--- config.mk ---
export PLATFORM = sky130hd
export DESIGN_NAME = upsample_nn
export DESIGN_NICKNAME = d
export VERILOG_FILES = /design/src/rtl/cnn_stream_pkg.sv /design/src/rtl/upsample_nn_ram.sv /design/src/rtl/upsample_nn.sv
export SDC_FILE = /design/constraint.sdc
export NUM_CORES = 1
export LEC_CHECK = 0
export CORE_MARGIN = 2
export CORE_UTILIZATION = 60
export DETAILED_ROUTE_END_ITERATION = 8
export PLACE_DENSITY = 0.78
export SYNTH_ARGS = -nofsm -noshare
export SYNTH_HDL_FRONTEND = slang
export SYNTH_SLANG_ARGS = --single-unit
export TNS_END_PERCENT = 5
--- constraint.sdc ---
create_clock -name clk -period 9.2 [get_ports clk]
set_input_delay 1.84 -clock clk [delete_from_list [all_inputs] [get_ports clk]]
set_output_delay 1.84 -clock clk [all_outputs]
set_load 0.01 [all_outputs]
--- src/rtl/cnn_stream_pkg.sv ---
// Shared types and helpers for the CNN pixel-stream blocks.
//   stream_mark_t : row/frame framing markers that travel alongside a sample
//   ram_style()   : picks a memory implementation from the storage depth
package cnn_stream_pkg;

  typedef struct packed {
    logic sop;
    logic eop;
    logic sof;
    logic eof;
  } stream_mark_t;

  // Small buffers are cheaper as fabric registers than as a block RAM.
  function automatic string ram_style(input int depth);
    return (depth < 32) ? "logic" : "M10K";
  endfunction

endpackage

--- src/rtl/upsample_nn_ram.sv ---
// Simple dual-port RAM with synchronous read, holding two line-buffer banks.
// The address MSB selects the bank, the lower bits are the word offset
// inside the bank, so storage stays exactly 2*ROW_WORDS deep.
// Ports:
//   clk        clock
//   wr_en_i    write strobe, wr_addr_i / wr_data_i sampled on the edge
//   rd_en_i    read strobe, rd_data_o valid one cycle later
module upsample_nn_ram #(
  parameter int    DATA_WIDTH = 8,
  parameter int    ROW_WORDS  = 12,
  parameter int    OFS_W      = 4,
  parameter string RAM_STYLE  = "logic"
) (
  input  logic                  clk,
  input  logic                  wr_en_i,
  input  logic [OFS_W:0]        wr_addr_i,
  input  logic [DATA_WIDTH-1:0] wr_data_i,
  input  logic                  rd_en_i,
  input  logic [OFS_W:0]        rd_addr_i,
  output logic [DATA_WIDTH-1:0] rd_data_o
);

  localparam int DEPTH = 2 * ROW_WORDS;
  localparam int IW    = $clog2(DEPTH);

  logic [DATA_WIDTH-1:0] rd_data_q;

  // Bank 1 starts right after bank 0, so the array has no unused holes.
  function automatic logic [IW-1:0] flat_index(input logic [OFS_W:0] addr);
    if (addr[OFS_W]) return IW'(ROW_WORDS) + IW'(addr[OFS_W-1:0]);
    return IW'(addr[OFS_W-1:0]);
  endfunction

  if (RAM_STYLE == "M10K") begin : g_block_ram
    (* ramstyle = "M10K" *) logic [DATA_WIDTH-1:0] mem [DEPTH];
    always_ff @(posedge clk) begin
      if (wr_en_i) mem[flat_index(wr_addr_i)] <= wr_data_i;
      if (rd_en_i) rd_data_q <= mem[flat_index(rd_addr_i)];
    end
  end else begin : g_logic_ram
    (* ramstyle = "logic" *) logic [DATA_WIDTH-1:0] mem [DEPTH];
    always_ff @(posedge clk) begin
      if (wr_en_i) mem[flat_index(wr_addr_i)] <= wr_data_i;
      if (rd_en_i) rd_data_q <= mem[flat_index(rd_addr_i)];
    end
  end

  assign rd_data_o = rd_data_q;

endmodule

--- src/rtl/upsample_nn.sv ---
// Nearest-neighbour upsampler for the decoder path (inverse of max-pool).
// Each input row is captured into one bank of a ping-pong line buffer and then
// replayed: every pixel (all channels) SCALE times horizontally, the whole
// widened row SCALE times vertically.
// Ports:
//   clk, reset                       clock, async active-high reset
//   valid_i/data_i/sop_i..eof_i      channel-interleaved input stream
//   ready_o                          input accepted when valid_i && ready_o
//   data_valid_o/data_o/sop_o..eof_o upsampled output stream, never stalled
//   err_o                            sticky framing error
module upsample_nn
  import cnn_stream_pkg::*;
#(
  parameter int    DATA_WIDTH  = 8,
  parameter int    CHANNEL_NUM = 3,
  parameter int    IN_WIDTH    = 4,
  parameter int    IN_HEIGHT   = 4,
  parameter int    SCALE       = 2,
  parameter string RAM_STYLE   = ram_style(CHANNEL_NUM * IN_WIDTH)
) (
  input  logic                         clk,
  input  logic                         reset,
  input  logic                         valid_i,
  input  logic signed [DATA_WIDTH-1:0] data_i,
  input  logic                         sop_i,
  input  logic                         eop_i,
  input  logic                         sof_i,
  input  logic                         eof_i,
  output logic                         ready_o,
  output logic signed [DATA_WIDTH-1:0] data_o,
  output logic                         data_valid_o,
  output logic                         sop_o,
  output logic                         eop_o,
  output logic                         sof_o,
  output logic                         eof_o,
  output logic                         err_o
);

  localparam int ROW_WORDS = IN_WIDTH * CHANNEL_NUM;
  localparam int OFS_W     = $clog2(ROW_WORDS);
  localparam int WCNT_W    = $clog2(ROW_WORDS) + 1;
  localparam int CH_W      = $clog2(CHANNEL_NUM) + 1;
  localparam int PIX_W     = $clog2(IN_WIDTH) + 1;
  localparam int REP_W     = $clog2(SCALE) + 1;
  localparam int ROW_W     = $clog2(IN_HEIGHT) + 1;

  localparam logic [0:0] S_IDLE = 1'b0;
  localparam logic [0:0] S_PLAY = 1'b1;

  // Writer state
  logic [WCNT_W-1:0] wr_cnt_q, wr_cnt_d;
  logic              wr_bank_q, wr_bank_d;
  logic [1:0]        full_q, full_d;
  logic              ready_q, ready_d;
  logic              err_q, err_d;
  logic              sof_seen_q, sof_seen_d;

  // Reader state
  logic [0:0]        state_q, state_d;
  logic              rd_bank_q, rd_bank_d;
  logic [CH_W-1:0]   chan_q, chan_d;
  logic [REP_W-1:0]  col_rep_q, col_rep_d;
  logic [PIX_W-1:0]  pix_q, pix_d;
  logic [REP_W-1:0]  row_rep_q, row_rep_d;
  logic [ROW_W-1:0]  in_row_q, in_row_d;

  // Output pipe: stage 1 waits for the RAM, stage 2 is the output register
  logic                  s1_valid_q, s1_valid_d;
  stream_mark_t          s1_mark_q, s1_mark_d;
  logic                  out_valid_q, out_valid_d;
  stream_mark_t          out_mark_q, out_mark_d;
  logic [DATA_WIDTH-1:0] out_data_q, out_data_d;

  logic                  accept, wr_done, rd_issue, bank_done;
  logic                  sop_err, eop_err, eof_err, sof_err, row_last;
  logic [WCNT_W-1:0]     wr_ofs;
  logic [OFS_W-1:0]      rd_ofs;
  logic                  chan_last, col_last, pix_last, row_rep_last, in_row_last;
  logic                  row_first, row_end;
  stream_mark_t          mark_now;
  logic [DATA_WIDTH-1:0] ram_rd_data;

  // Writer: a misplaced sop restarts the row so this word lands at offset 0.
  // A misplaced eop throws the partial row away.
  always_comb begin
    accept     = valid_i && ready_q;
    sop_err    = accept && sop_i && (wr_cnt_q != '0);
    wr_ofs     = sop_err ? '0 : wr_cnt_q;
    row_last   = (wr_ofs == WCNT_W'(ROW_WORDS - 1));
    eop_err    = accept && eop_i && !row_last;
    eof_err    = accept && eof_i && !eop_i;
    sof_err    = accept && !sof_seen_q && !sof_i;
    sof_seen_d = sof_seen_q | (accept && sof_i);
    err_d      = err_q | sop_err | eop_err | eof_err | sof_err;
    wr_cnt_d   = wr_cnt_q;
    wr_bank_d  = wr_bank_q;
    wr_done    = 1'b0;
    if (accept) begin
      if (eop_err) begin
        wr_cnt_d = '0;
      end else if (row_last) begin
        wr_cnt_d  = '0;
        wr_done   = 1'b1;
        wr_bank_d = ~wr_bank_q;
      end else begin
        wr_cnt_d = wr_ofs + 1'b1;
      end
    end
  end

  // Reader FSM and bank bookkeeping. The stay-in-PLAY decision looks at
  // full_d so a row finishing this very cycle is picked up without a gap.
  always_comb begin
    rd_issue     = (state_q == S_PLAY);
    chan_last    = (chan_q == CH_W'(CHANNEL_NUM - 1));
    col_last     = (col_rep_q == REP_W'(SCALE - 1));
    pix_last     = (pix_q == PIX_W'(IN_WIDTH - 1));
    row_rep_last = (row_rep_q == REP_W'(SCALE - 1));
    in_row_last  = (in_row_q == ROW_W'(IN_HEIGHT - 1));
    row_first    = (chan_q == '0) && (col_rep_q == '0) && (pix_q == '0);
    row_end      = chan_last && col_last && pix_last;
    bank_done    = rd_issue && row_end && row_rep_last;
    rd_ofs       = OFS_W'(int'(pix_q) * CHANNEL_NUM + int'(chan_q));

    mark_now.sop = rd_issue && row_first;
    mark_now.eop = rd_issue && row_end;
    mark_now.sof = rd_issue && row_first && (row_rep_q == '0) && (in_row_q == '0);
    mark_now.eof = rd_issue && row_end && row_rep_last && in_row_last;

    full_d = full_q;
    if (wr_done)   full_d[wr_bank_q] = 1'b1;
    if (bank_done) full_d[rd_bank_q] = 1'b0;

    state_d   = state_q;
    rd_bank_d = rd_bank_q;
    chan_d    = chan_q;
    col_rep_d = col_rep_q;
    pix_d     = pix_q;
    row_rep_d = row_rep_q;
    in_row_d  = in_row_q;

    case (state_q)
      S_IDLE: begin
        if (full_q[rd_bank_q]) state_d = S_PLAY;
      end
      default: begin
        if (!chan_last) begin
          chan_d = chan_q + 1'b1;
        end else begin
          chan_d = '0;
          if (!col_last) begin
            col_rep_d = col_rep_q + 1'b1;
          end else begin
            col_rep_d = '0;
            if (!pix_last) begin
              pix_d = pix_q + 1'b1;
            end else begin
              pix_d = '0;
              if (!row_rep_last) begin
                row_rep_d = row_rep_q + 1'b1;
              end else begin
                row_rep_d = '0;
                rd_bank_d = ~rd_bank_q;
                in_row_d  = in_row_last ? '0 : in_row_q + 1'b1;
                if (!full_d[~rd_bank_q]) state_d = S_IDLE;
              end
            end
          end
        end
      end
    endcase

    ready_d = !full_d[wr_bank_d];
  end

  // Output pipe: markers ride along with the read so they meet the RAM data.
  always_comb begin
    s1_valid_d  = rd_issue;
    s1_mark_d   = mark_now;
    out_valid_d = s1_valid_q;
    out_mark_d  = s1_mark_q;
    out_data_d  = s1_valid_q ? ram_rd_data : '0;
  end

  always_ff @(posedge clk or posedge reset) begin
    if (reset) begin
      wr_cnt_q    <= '0;
      wr_bank_q   <= 1'b0;
      full_q      <= '0;
      ready_q     <= 1'b1;
      err_q       <= 1'b0;
      sof_seen_q  <= 1'b0;
      state_q     <= S_IDLE;
      rd_bank_q   <= 1'b0;
      chan_q      <= '0;
      col_rep_q   <= '0;
      pix_q       <= '0;
      row_rep_q   <= '0;
      in_row_q    <= '0;
      s1_valid_q  <= 1'b0;
      s1_mark_q   <= '0;
      out_valid_q <= 1'b0;
      out_mark_q  <= '0;
      out_data_q  <= '0;
    end else begin
      wr_cnt_q    <= wr_cnt_d;
      wr_bank_q   <= wr_bank_d;
      full_q      <= full_d;
      ready_q     <= ready_d;
      err_q       <= err_d;
      sof_seen_q  <= sof_seen_d;
      state_q     <= state_d;
      rd_bank_q   <= rd_bank_d;
      chan_q      <= chan_d;
      col_rep_q   <= col_rep_d;
      pix_q       <= pix_d;
      row_rep_q   <= row_rep_d;
      in_row_q    <= in_row_d;
      s1_valid_q  <= s1_valid_d;
      s1_mark_q   <= s1_mark_d;
      out_valid_q <= out_valid_d;
      out_mark_q  <= out_mark_d;
      out_data_q  <= out_data_d;
    end
  end

  upsample_nn_ram #(
    .DATA_WIDTH(DATA_WIDTH),
    .ROW_WORDS (ROW_WORDS),
    .OFS_W     (OFS_W),
    .RAM_STYLE (RAM_STYLE)
  ) u_ram (
    .clk      (clk),
    .wr_en_i  (accept),
    .wr_addr_i({wr_bank_q, OFS_W'(wr_ofs)}),
    .wr_data_i(data_i),
    .rd_en_i  (rd_issue),
    .rd_addr_i({rd_bank_q, rd_ofs}),
    .rd_data_o(ram_rd_data)
  );

  assign ready_o      = ready_q;
  assign err_o        = err_q;
  assign data_o       = out_data_q;
  assign data_valid_o = out_valid_q;
  assign sop_o        = out_mark_q.sop;
  assign eop_o        = out_mark_q.eop;
  assign sof_o        = out_mark_q.sof;
  assign eof_o        = out_mark_q.eof;

endmodule

# Word level (Yosys, flattened, before mapping)
# Memories as Yosys holds them, arrays and structs flattened. A register that Yosys moved wholly into a read port is not among the register bits.
# Index checks and enable logic that the tools add are counted.
dict set report op_classes {
  magnitude_cmp 6
  bitwise_logic 10
  n_div 0
  n_addsub 9
  n_reduce_logical 37
  shifts 0
  n_mux 46
  n_eq_ne 6
  n_mul 1
}
# operator count
set op_table {}
lappend op_table {{5-bit 2-to-1 mux} 9}
lappend op_table {{1-bit 2-to-1 mux} 27}
lappend op_table {{1-bit logical AND} 22}
lappend op_table {{4-bit by 4-bit adder with 5-bit output (first input constant)} 2}
lappend op_table {{3-bit by 1-bit adder with 3-bit output (second input constant)} 3}
lappend op_table {{3-bit by 2-bit == test with 1-bit output (second input constant)} 3}
lappend op_table {{3-bit zero test} 3}
lappend op_table {{3-bit 2-to-1 mux} 3}
lappend op_table {{1-bit by 2-bit less-than comparator with 1-bit output (second input constant)} 4}
lappend op_table {{2-bit 2-to-1 mux} 4}
lappend op_table {{8-bit 2-to-1 mux} 1}
lappend op_table {{5-bit by 1-bit adder with 5-bit output (second input constant)} 1}
lappend op_table {{5-bit by 4-bit == test with 1-bit output (second input constant)} 1}
lappend op_table {{1-bit zero test} 5}
lappend op_table {{1-bit OR} 5}
lappend op_table {{5-bit AND reduction} 1}
lappend op_table {{5-bit nonzero test} 1}
lappend op_table {{2-bit by 1-bit adder with 2-bit output (second input constant)} 2}
lappend op_table {{4-bit by 3-bit adder with 4-bit output} 1}
lappend op_table {{2-bit by 1-bit == test with 1-bit output (second input constant)} 2}
lappend op_table {{2-bit zero test} 2}
lappend op_table {{3-bit by 2-bit multiplier with 4-bit output (second input constant)} 1}
lappend op_table {{4-bit AND reduction} 1}
lappend op_table {{3-bit AND reduction} 1}
lappend op_table {{other kinds (7)} 10}
dict set report word_totals {
  rom_bits 0
  input_bits 15
  memories 1
  mem_bits_rw 192
  out_inout_bits 15
  register_bits 44
  latch_bits 0
}
# memory words word_bits rd rd_ports_with_merged_regs write_ports line
set mem_list {}
lappend mem_list {u_ram.g_logic_ram.mem 24 8 1 1 1 upsample_nn_ram.sv:41} ;# (* ramstyle = "logic" *) logic [DATA_WIDTH-1:0] mem [DEPTH];

# Logic depth before layout (Yosys ltp)
# Gate-level depths: netlist (run 1).
dict set report logic_depth {
  word_depth 20
  mapped_depth 10
}

# Hierarchy
# A second synthesis (run 1) with hierarchy kept.
dict set report hier_totals {
  cells_unflattened 522
  area_unflattened_um2 9868.2
}
# mod instances seq_area_each_um2 cells_per_inst area_each_um2
set by_module_without_submodules {}
lappend by_module_without_submodules {upsample_nn_ram 1 6005.8 349 7856.3}
lappend by_module_without_submodules {upsample_nn 1 1102.3 173 2011.9}

# Worst setup path before layout (run 1)
# Ideal clock, no wire load.
dict set report synth_path {
  path_kind {input to register}
  startpoint {input port sop_i}
  endpoint {memory u_ram.g_logic_ram.mem[12][0] (enable)}
  t_arrival_ns 3.307
  setup_slack_ns 5.523
  setup_time_ns 0.370
  cell_stages 6
  t_required_ns 8.830
  cell_sequence {nand3_1 -> and2_1 -> ha_1 -> nand3_1 -> mux2_2 -> nor2_1}
}
dict set report synth_between {
  elab_chain_cells 7
}
# item line
set synth_lines {}
lappend synth_lines {{start: declaration} upsample_nn.sv:25} ;# input logic sop_i,
lappend synth_lines {{1-bit logical AND * (2 in series)} upsample_nn.sv:87} ;# sop_err = accept && sop_i && (wr_cnt_q != '0);
lappend synth_lines {{5-bit 2-to-1 mux *} upsample_nn.sv:88} ;# wr_ofs = sop_err ? '0 : wr_cnt_q;
lappend synth_lines {{4-bit by 4-bit adder with 5-bit output} upsample_nn_ram.sv:30} ;# if (addr[OFS_W]) return IW'(ROW_WORDS) + IW'(addr[OFS_W-1:0]);
lappend synth_lines {{5-bit 2-to-1 mux} upsample_nn_ram.sv:30}
lappend synth_lines {{5-bit 2-to-1 mux *} upsample_nn_ram.sv:31} ;# return IW'(addr[OFS_W-1:0]);
lappend synth_lines {{5-bit 2-to-1 mux *} upsample_nn_ram.sv:43} ;# if (wr_en_i) mem[flat_index(wr_addr_i)] <= wr_data_i;
lappend synth_lines {{end: declaration} upsample_nn_ram.sv:41}
# Mark *: on every way between the ends. The rest lies on a longest branch, timed or not. The select of a mux whose other input is x is not followed.

# Worst setup path in the final report (run 1)
dict set report layout_path {
  startpoint {input port sop_i}
  endpoint {memory u_ram.g_logic_ram.mem[9][3] (enable)}
}
# The elaborated chain is that of the path after synthesis.

==> results.md, run 1 <==
- Clock Sinks: between 200 and 250
- Port Buffers: 29
- Fin util: 69.5%
- Worst-Margin Slew: approximately 1.1 ns
- Max Cap Violations: 0
- Largest net degree at the start of global routing: 49
- Fmax: roughly 240 MHz
- Std cell rows: 46
- Vias in the first global route: between 5000 and 6000
- Antenna Diode Count: 0
- Post-synthesis sequential area ratio: ~72%
- Hold buffer count at CTS: 0
- Area of the mapped netlist: about 9900 sq um
- Die Height: roughly 130 microns
- Max Fanout on Critical Path: 8
- Clk root buf: clkbuf_16
- Rel. slew slack: around a quarter
- Routed wire per std cell: around 25 microns
- FFs w/ async S/R, synth: between 10% and 20%
- Distinct cells, synth: 52
- DRT antenna net count: 0
- Slack of the worst reg-to-reg path: around 5.6 ns
- Clock latency on the worst-skew pair: between 0.5 and 0.6 ns
- Critical path required time: just over 9 ns
- Starting density of the core: between 60% and 70%
- Drt pass-1 iters: 4
- Final hold vios: 0
- Clock Path Buffers: 3
- Run status: completed
- Critical path arrival: 4.38 ns
- Leak: 3.79 nW
- RSZ-0062 raised after global routing: false
- Design Area, Final: roughly 11000 sq um
- Critical path type: in -> reg
- Layout area overhead: 12.5%
- All-layer global routing usage: about a quarter
- DRT Wirelength: ~20000 microns
- Via-to-Cell Ratio: slightly above 6
- Detail Placement HPWL: between 10000 and 15000 microns
- DIE AREA: around 17000 sq um
- Syn avg cell area: 18.2 sq um
- Non-Filler Instances: ~800
- Post-route DRC violation count: 0
- Minimum clock period: roughly 4.3 ns
- CTS resizes: 0
- Placed insts: slightly below 800
- Flops & latches, synth: ~240
- Worst hold path class: reg -> reg
- Final total negative setup slack: 0 ns
- Synth Net Count: roughly 570
- Clock skew: just under 0.007 ns
- Gr ovfl total: 0
- Clk slew on worst S/H paths: 0.06 ns
- Via count: slightly above 5000
- Final setup violation count: 0
- Share of layout cells above drive strength 1: approximately 16%
- CP Capture Type: flop
- Top-Level Pins: 30
- H-tree Lvls: 1
- EDFF count, synth: 200
- GP Congestion: 0.876
- Pwr per Cell Area: about 200 nW/um^2
- Most common flop cell mapped by yosys: edfxtp_1
- Syn Inst Count: 542
- Global-route wire length before repair: 30300 microns
- Crit start category: input pin
- Initial antenna violation count: 0
- DR iter-0 viols: approximately 490
- Placed Area: around 10000 sq um
- Slew Viols, Final: 0
- CTS tree: yes
- Number of CTS-inserted buffers: 25
- DIE WIDTH: ~130 microns
- Setup bufs post-CTS: 0
- Total power: about 0.0022 W
- Area of the core: ~16000 sq um
- Nets: 613
- Ys Warns: 0
- Maximum vdd ir drop: 209 uV
- Final period utilization: roughly 46%
-- logic make-up (layout without fill, tap and decap cells) --
kind of cell             after synthesis  after routing  synth area share, %
buffers and inverters                 37             92                 1.84
adder cells (fa/ha/maj)               17             17                 2.39
AND/OR/NAND/NOR                      119            119                 6.02
XOR/XNOR                               9              9                 1.17
AO/OA/AOI/OAI                         43             43                 2.92
multiplexers                          73             73                 13.5
flip-flops                           244            244                 72.1
-- per-layer routing --
metal / track usage [%] / vias to the layer above / share of wire [%]
met5: 0 / - / 0
met2: 37.9 / 235 / 49
li1: - / 2184 / -
met3: 4.04 / 48 / 8.5
met1: 33.2 / 2588 / 40
met4: 7.13 / 0 / 2.7
-- final cells by class --
cell class              count  area, sq um
clock buffers              30          644
clock inverters            13          110
fillers                   972         4850
inverters                  18         67.6
multi-input cells         261         2580
flip-flops and latches    244         7110
well taps                 216          270
repair buffers             31          305
-- per-stage QoR --
stage               hold slack [ns]  setup WS [ns]
floorplan                     0.331           5.52
global placement              0.333           4.55
detailed placement            0.335           4.49
CTS                           0.348           5.01
global route                  0.354           4.77
finish                        0.347           4.95
-- final timing paths --
path | startpoint | to | cells after the start
max in group asynchronous | reset | data_o[1]$_DFF_PP0_ | 2
min | out_mark_d[1]$_DFF_PP0_ | sof_o$_DFF_PP0_ | 0
max | sop_i | u_ram.g_logic_ram.mem[9][3]$_DFFE_PP_ | 8
min in group asynchronous | reset | full_q[0]$_DFF_PP0_ | 2
min reg2reg | out_mark_d[1]$_DFF_PP0_ | sof_o$_DFF_PP0_ | 0
max reg2reg | chan_q[1]$_DFFE_PP0P_ | u_ram.rd_data_o[3]$_DFFE_PP_ | 8
-- cell usage in the layout, fill, tap and decap left out, types with 3 or more instances in the layout --
cell type,count
and2_1,11
nor2_1,33
inv_1,17
nand2b_1,5
and3_1,10
ha_1,12
fa_1,3
clkbuf_16,25
dfrtp_1,43
a221oi_1,8
clkinv_1,6
xnor2_1,5
edfxtp_1,200
nand3_1,5
nand2_1,39
mux2i_1,22
o21ai_0,6
nor4_1,3
clkdlybuf4s50_1,29
clkinv_2,4
mux4_2,48
a21oi_1,12
clkbuf_1,5
-- where the power goes --
part / internal [W] / leakage (nW) / switching (W)
clock network: 0.000550 / 0.367 / 0.000383
registers: 0.00121 / 2.36 / 0.00000402
logic: 0.0000128 / 1.06 / 0.0000383
total: 0.00177 / 3.79 / 0.000426
-- worst max-delay path, cell delays in order --
cell and delay, ns:
clkdlybuf4s50_1 0.58, nand3_1 0.27, and2_1 0.29, ha_1 0.33
nand3_1 0.10, mux2i_1 0.16, nand2_1 0.15, nor2_1 0.66
-- registers in the layout (all words and copies together) (netlist names), 2 cells and up --
| signal | count |
|---|---|
| chan_q | 3 |
| u_ram.g_logic_ram.mem | 192 |
| pix_q | 3 |
| wr_cnt_q | 5 |
| u_ram.rd_data_o | 8 |
| data_o | 8 |
| full_q | 2 |
| out_mark_d | 4 |
| in_row_q | 3 |
| col_rep_q | 2 |
| row_rep_q | 2 |
-- synth_stat cells (all sizes together), types with 3 or more instances --
library cell    n  area share, %
a21oi          12           0.61
a221oi          8           0.71
and2           11           0.70
o21ai           8           0.41
mux4           48             11
nand2b          5           0.32
xnor2           5           0.44
buf            15            1.0
nand3           5           0.25
nor2           33            1.3
mux2i          22            2.2
dfrtp          43             11
and3           10           0.63
inv            18           0.69
ha             14            1.8
mux2            3           0.34
nor4            3           0.19
clkbuf          4           0.15
edfxtp        200             61
nand2          39            1.5
fa              3           0.61
No activity file was read; power rests on OpenSTA's default activity.
==> inputs of run 2 (changes only) <==
CORE_UTILIZATION = 55   (was 60)
PLACE_DENSITY = 0.75   (was 0.78)
clock period = 3.4 ns   (was 9.2 ns; I/O delays follow)
==> run 2 against run 1 <==
  * Global-route usage down 1.1 points
  * Critical path type is now reg -> reg
  * Sequential cell count did not move
  * Core utilization fell by 3.7 points
==> results.md, run 2 (same netlist as run 1, synthesis figures left out) <==
- Placed insts: 817 (+6.1%)
- Via count: 5126 (+1.4%)
- Drt pass-1 iters: 5 (+1)
- DRT antenna net count: 0 (unchanged)
- Reg-to-Reg Start: pix_q[0]$_DFFE_PP0P_
- Max Cap Violations: 0 (unchanged)
- Share of layout cells above drive strength 1: 21.5% (+5.9 points)
- Reg2Reg Depth: 9 (+1)
- Worst hold path class: reg -> reg
- Commonest non-fill, non-tap cell in the layout: edfxtp_1
- Clk root buf: clkbuf_16
- Final hold vios: 0 (unchanged)
- Number of CTS-inserted buffers: 25 (unchanged)
- Max Fanout on Critical Path: 7 (-1)
- DRT Wirelength: 19800 microns (-0.92%)
- Final period utilization: between 90 and 100%
- DIE WIDTH: 138 microns (+4.3%)
- Clock Path Buffers: 3 (unchanged)
- Detail Placement HPWL: 13100 microns (+5.0%)
- Critical path type: reg -> reg
- Std cell rows: 48 (+4.3%)
- Vias in the first global route: 5241 (+2.7%)
- Final total negative setup slack: 0 ns (unchanged)
- Rel. slew slack: 46.4% (+21 points)
- DIE AREA: 19000 sq um (+8.8%)
- Endpoint of the lowest-slack register-to-register path: u_ram.rd_data_o[7]$_DFFE_PP_
- Routed wire per std cell: 22.9 microns (-6.7%)
- Leak: 4.00 nW (+5.7%)
- Critical path arrival: 3.56 ns (-0.82 ns)
- Gr ovfl total: 0 (unchanged)
- Starting density of the core: 56.6% (-5.2 points)
- CP Capture Type: flop
- Run status: completed
- Hold slack final: 0.347 ns (+0.000152 ns)
- Hold Path Origin: out_mark_d[0]$_DFF_PP0_
- CP Capture Point: u_ram.rd_data_o[7]$_DFFE_PP_
- Setup bufs post-CTS: 0 (unchanged)
- Layout area overhead: 16.4%
- Final setup violation count: 0 (unchanged)
- Slew Viols, Final: 0 (unchanged)
- Fmax: 305 MHz
- Top-Level Pins: 30 (unchanged)
- Worst setup startpoint: pix_q[0]$_DFFE_PP0P_
- Post-route DRC violation count: 0 (unchanged)
- Via-to-Cell Ratio: 5.94 (-4.5%)
- Area of the core: 17400 sq um (+9.2%)
- Non-Filler Instances: 863 (+6.2%)
- Antenna Diode Count: 0 (unchanged)
- Clock latency on the worst-skew pair: 0.53 ns (+0.02 ns)
- Die Height: 138 microns (+4.3%)
- Pwr per Cell Area: 528 nW/um^2 (+170%)
- Worst-Margin Slew: 0.800 ns (-0.310 ns)
- Maximum vdd ir drop: 436 uV (+110%)
- Fin util: 65.8% (-3.7 points)
- All-layer global routing usage: 22.2% (-1.1 points)
- RSZ-0062 raised after global routing: false
- Clk slew on worst S/H paths: 0.06 ns (about the same)
- Global-route wire length before repair: 30800 microns (+1.3%)
- Max reg flops: 192 (unchanged)
- Slack of the worst reg-to-reg path: 0.12 ns (-5.48 ns)
- Minimum clock period: between 3 and 4 ns
- Crit start category: flop
- Filler instances: 1182 (+22%)
- Register name with the most flops: u_ram.g_logic_ram.mem
- CTS tree: yes
- DR iter-0 viols: 514 (+5.1%)
- GP Congestion: 0.829 (-5.4%)
- Total power: 0.00606 W (+180%)
- Clock skew: 0.0149 ns (+0.00816 ns)
- Initial antenna violation count: 0 (unchanged)
- Clock Sinks: 244 (unchanged)
- Port Buffers: 29 (unchanged)
- Most frequent cells in the layout: 200 x edfxtp_1, 48 x mux4_2, 43 x dfrtp_1
- Largest net degree at the start of global routing: 41 (-16%)
- Critical path required time: 3.68 ns (-5.65 ns)
- Nets: 651 (+6.2%)
- H-tree Lvls: 1 (unchanged)
-- run 2: what timing repair did --
action | CTS | global route
endpoints found under the setup margin | 0 | 4
resized for setup | 0 | 1
hold buffers | 0 | 0
-- run 2: layer usage --
layer  wire [microns]  track usage (%)  up-vias
met5                0                0        -
met4              401             5.44        0
met3             1350             4.06       31
met2             9790             36.7      227
met1             8210             31.3     2605
li1                 -                -     2263
-- run 2: where the power goes --
part	total, W	switching (W)	internal [W]
Combinational	0.000148	0.000100	0.0000481
Sequential	0.00328	0.0000104	0.00326
Clock	0.00263	0.00111	0.00152
Total	0.00606	0.00122	0.00484
-- run 2: how the worst min path moves through the flow --
stage	endpoint	depth (start not counted)	slack, ns
floorplan	eof_o$_DFF_PP0_	0	0.33
global placement	eop_o$_DFF_PP0_	0	0.34
detailed placement	eof_o$_DFF_PP0_	0	0.34
CTS	eof_o$_DFF_PP0_	0	0.35
global route	eof_o$_DFF_PP0_	0	0.35
finish	eof_o$_DFF_PP0_	0	0.35
-- run 2: through the flow --
stage	worst slack (ns)	instance area [sq um]
after global routing	0.00000999	11500
after floorplan	0.527	9860
after CTS	0.0321	11500
after detailed placement	-0.0520	10700
after global placement	0.110	10700
final	0.124	11500
-- run 2: final cells by class --
type / instances / area, sq um / area share [%]
inverter: 18 / 67.6 / 0.589
timing repair buffer: 69 / 628 / 5.48
clock inverter: 14 / 144 / 1.25
tap: 225 / 282 / 2.46
sequential: 244 / 7110 / 62.0
clock buffer: 32 / 652 / 5.68
multi-input combinational: 261 / 2590 / 22.6
-- run 2: critical path: stages (launching register included) --
cell and delay (ns):
dfrtp_1 0.43, fa_1 0.49, ha_2 0.20, fa_1 0.65, inv_1 0.09, ha_1 0.32
nand3_1 0.08, o21ai_1 0.14, buf_4 0.22, a221oi_1 0.42
==> inputs of run 3 (changes only) <==
SLEW_MARGIN = 20   (was default)
==> results of run 3 <==
Final layout, timing and power as in run 2 (identical DEF).
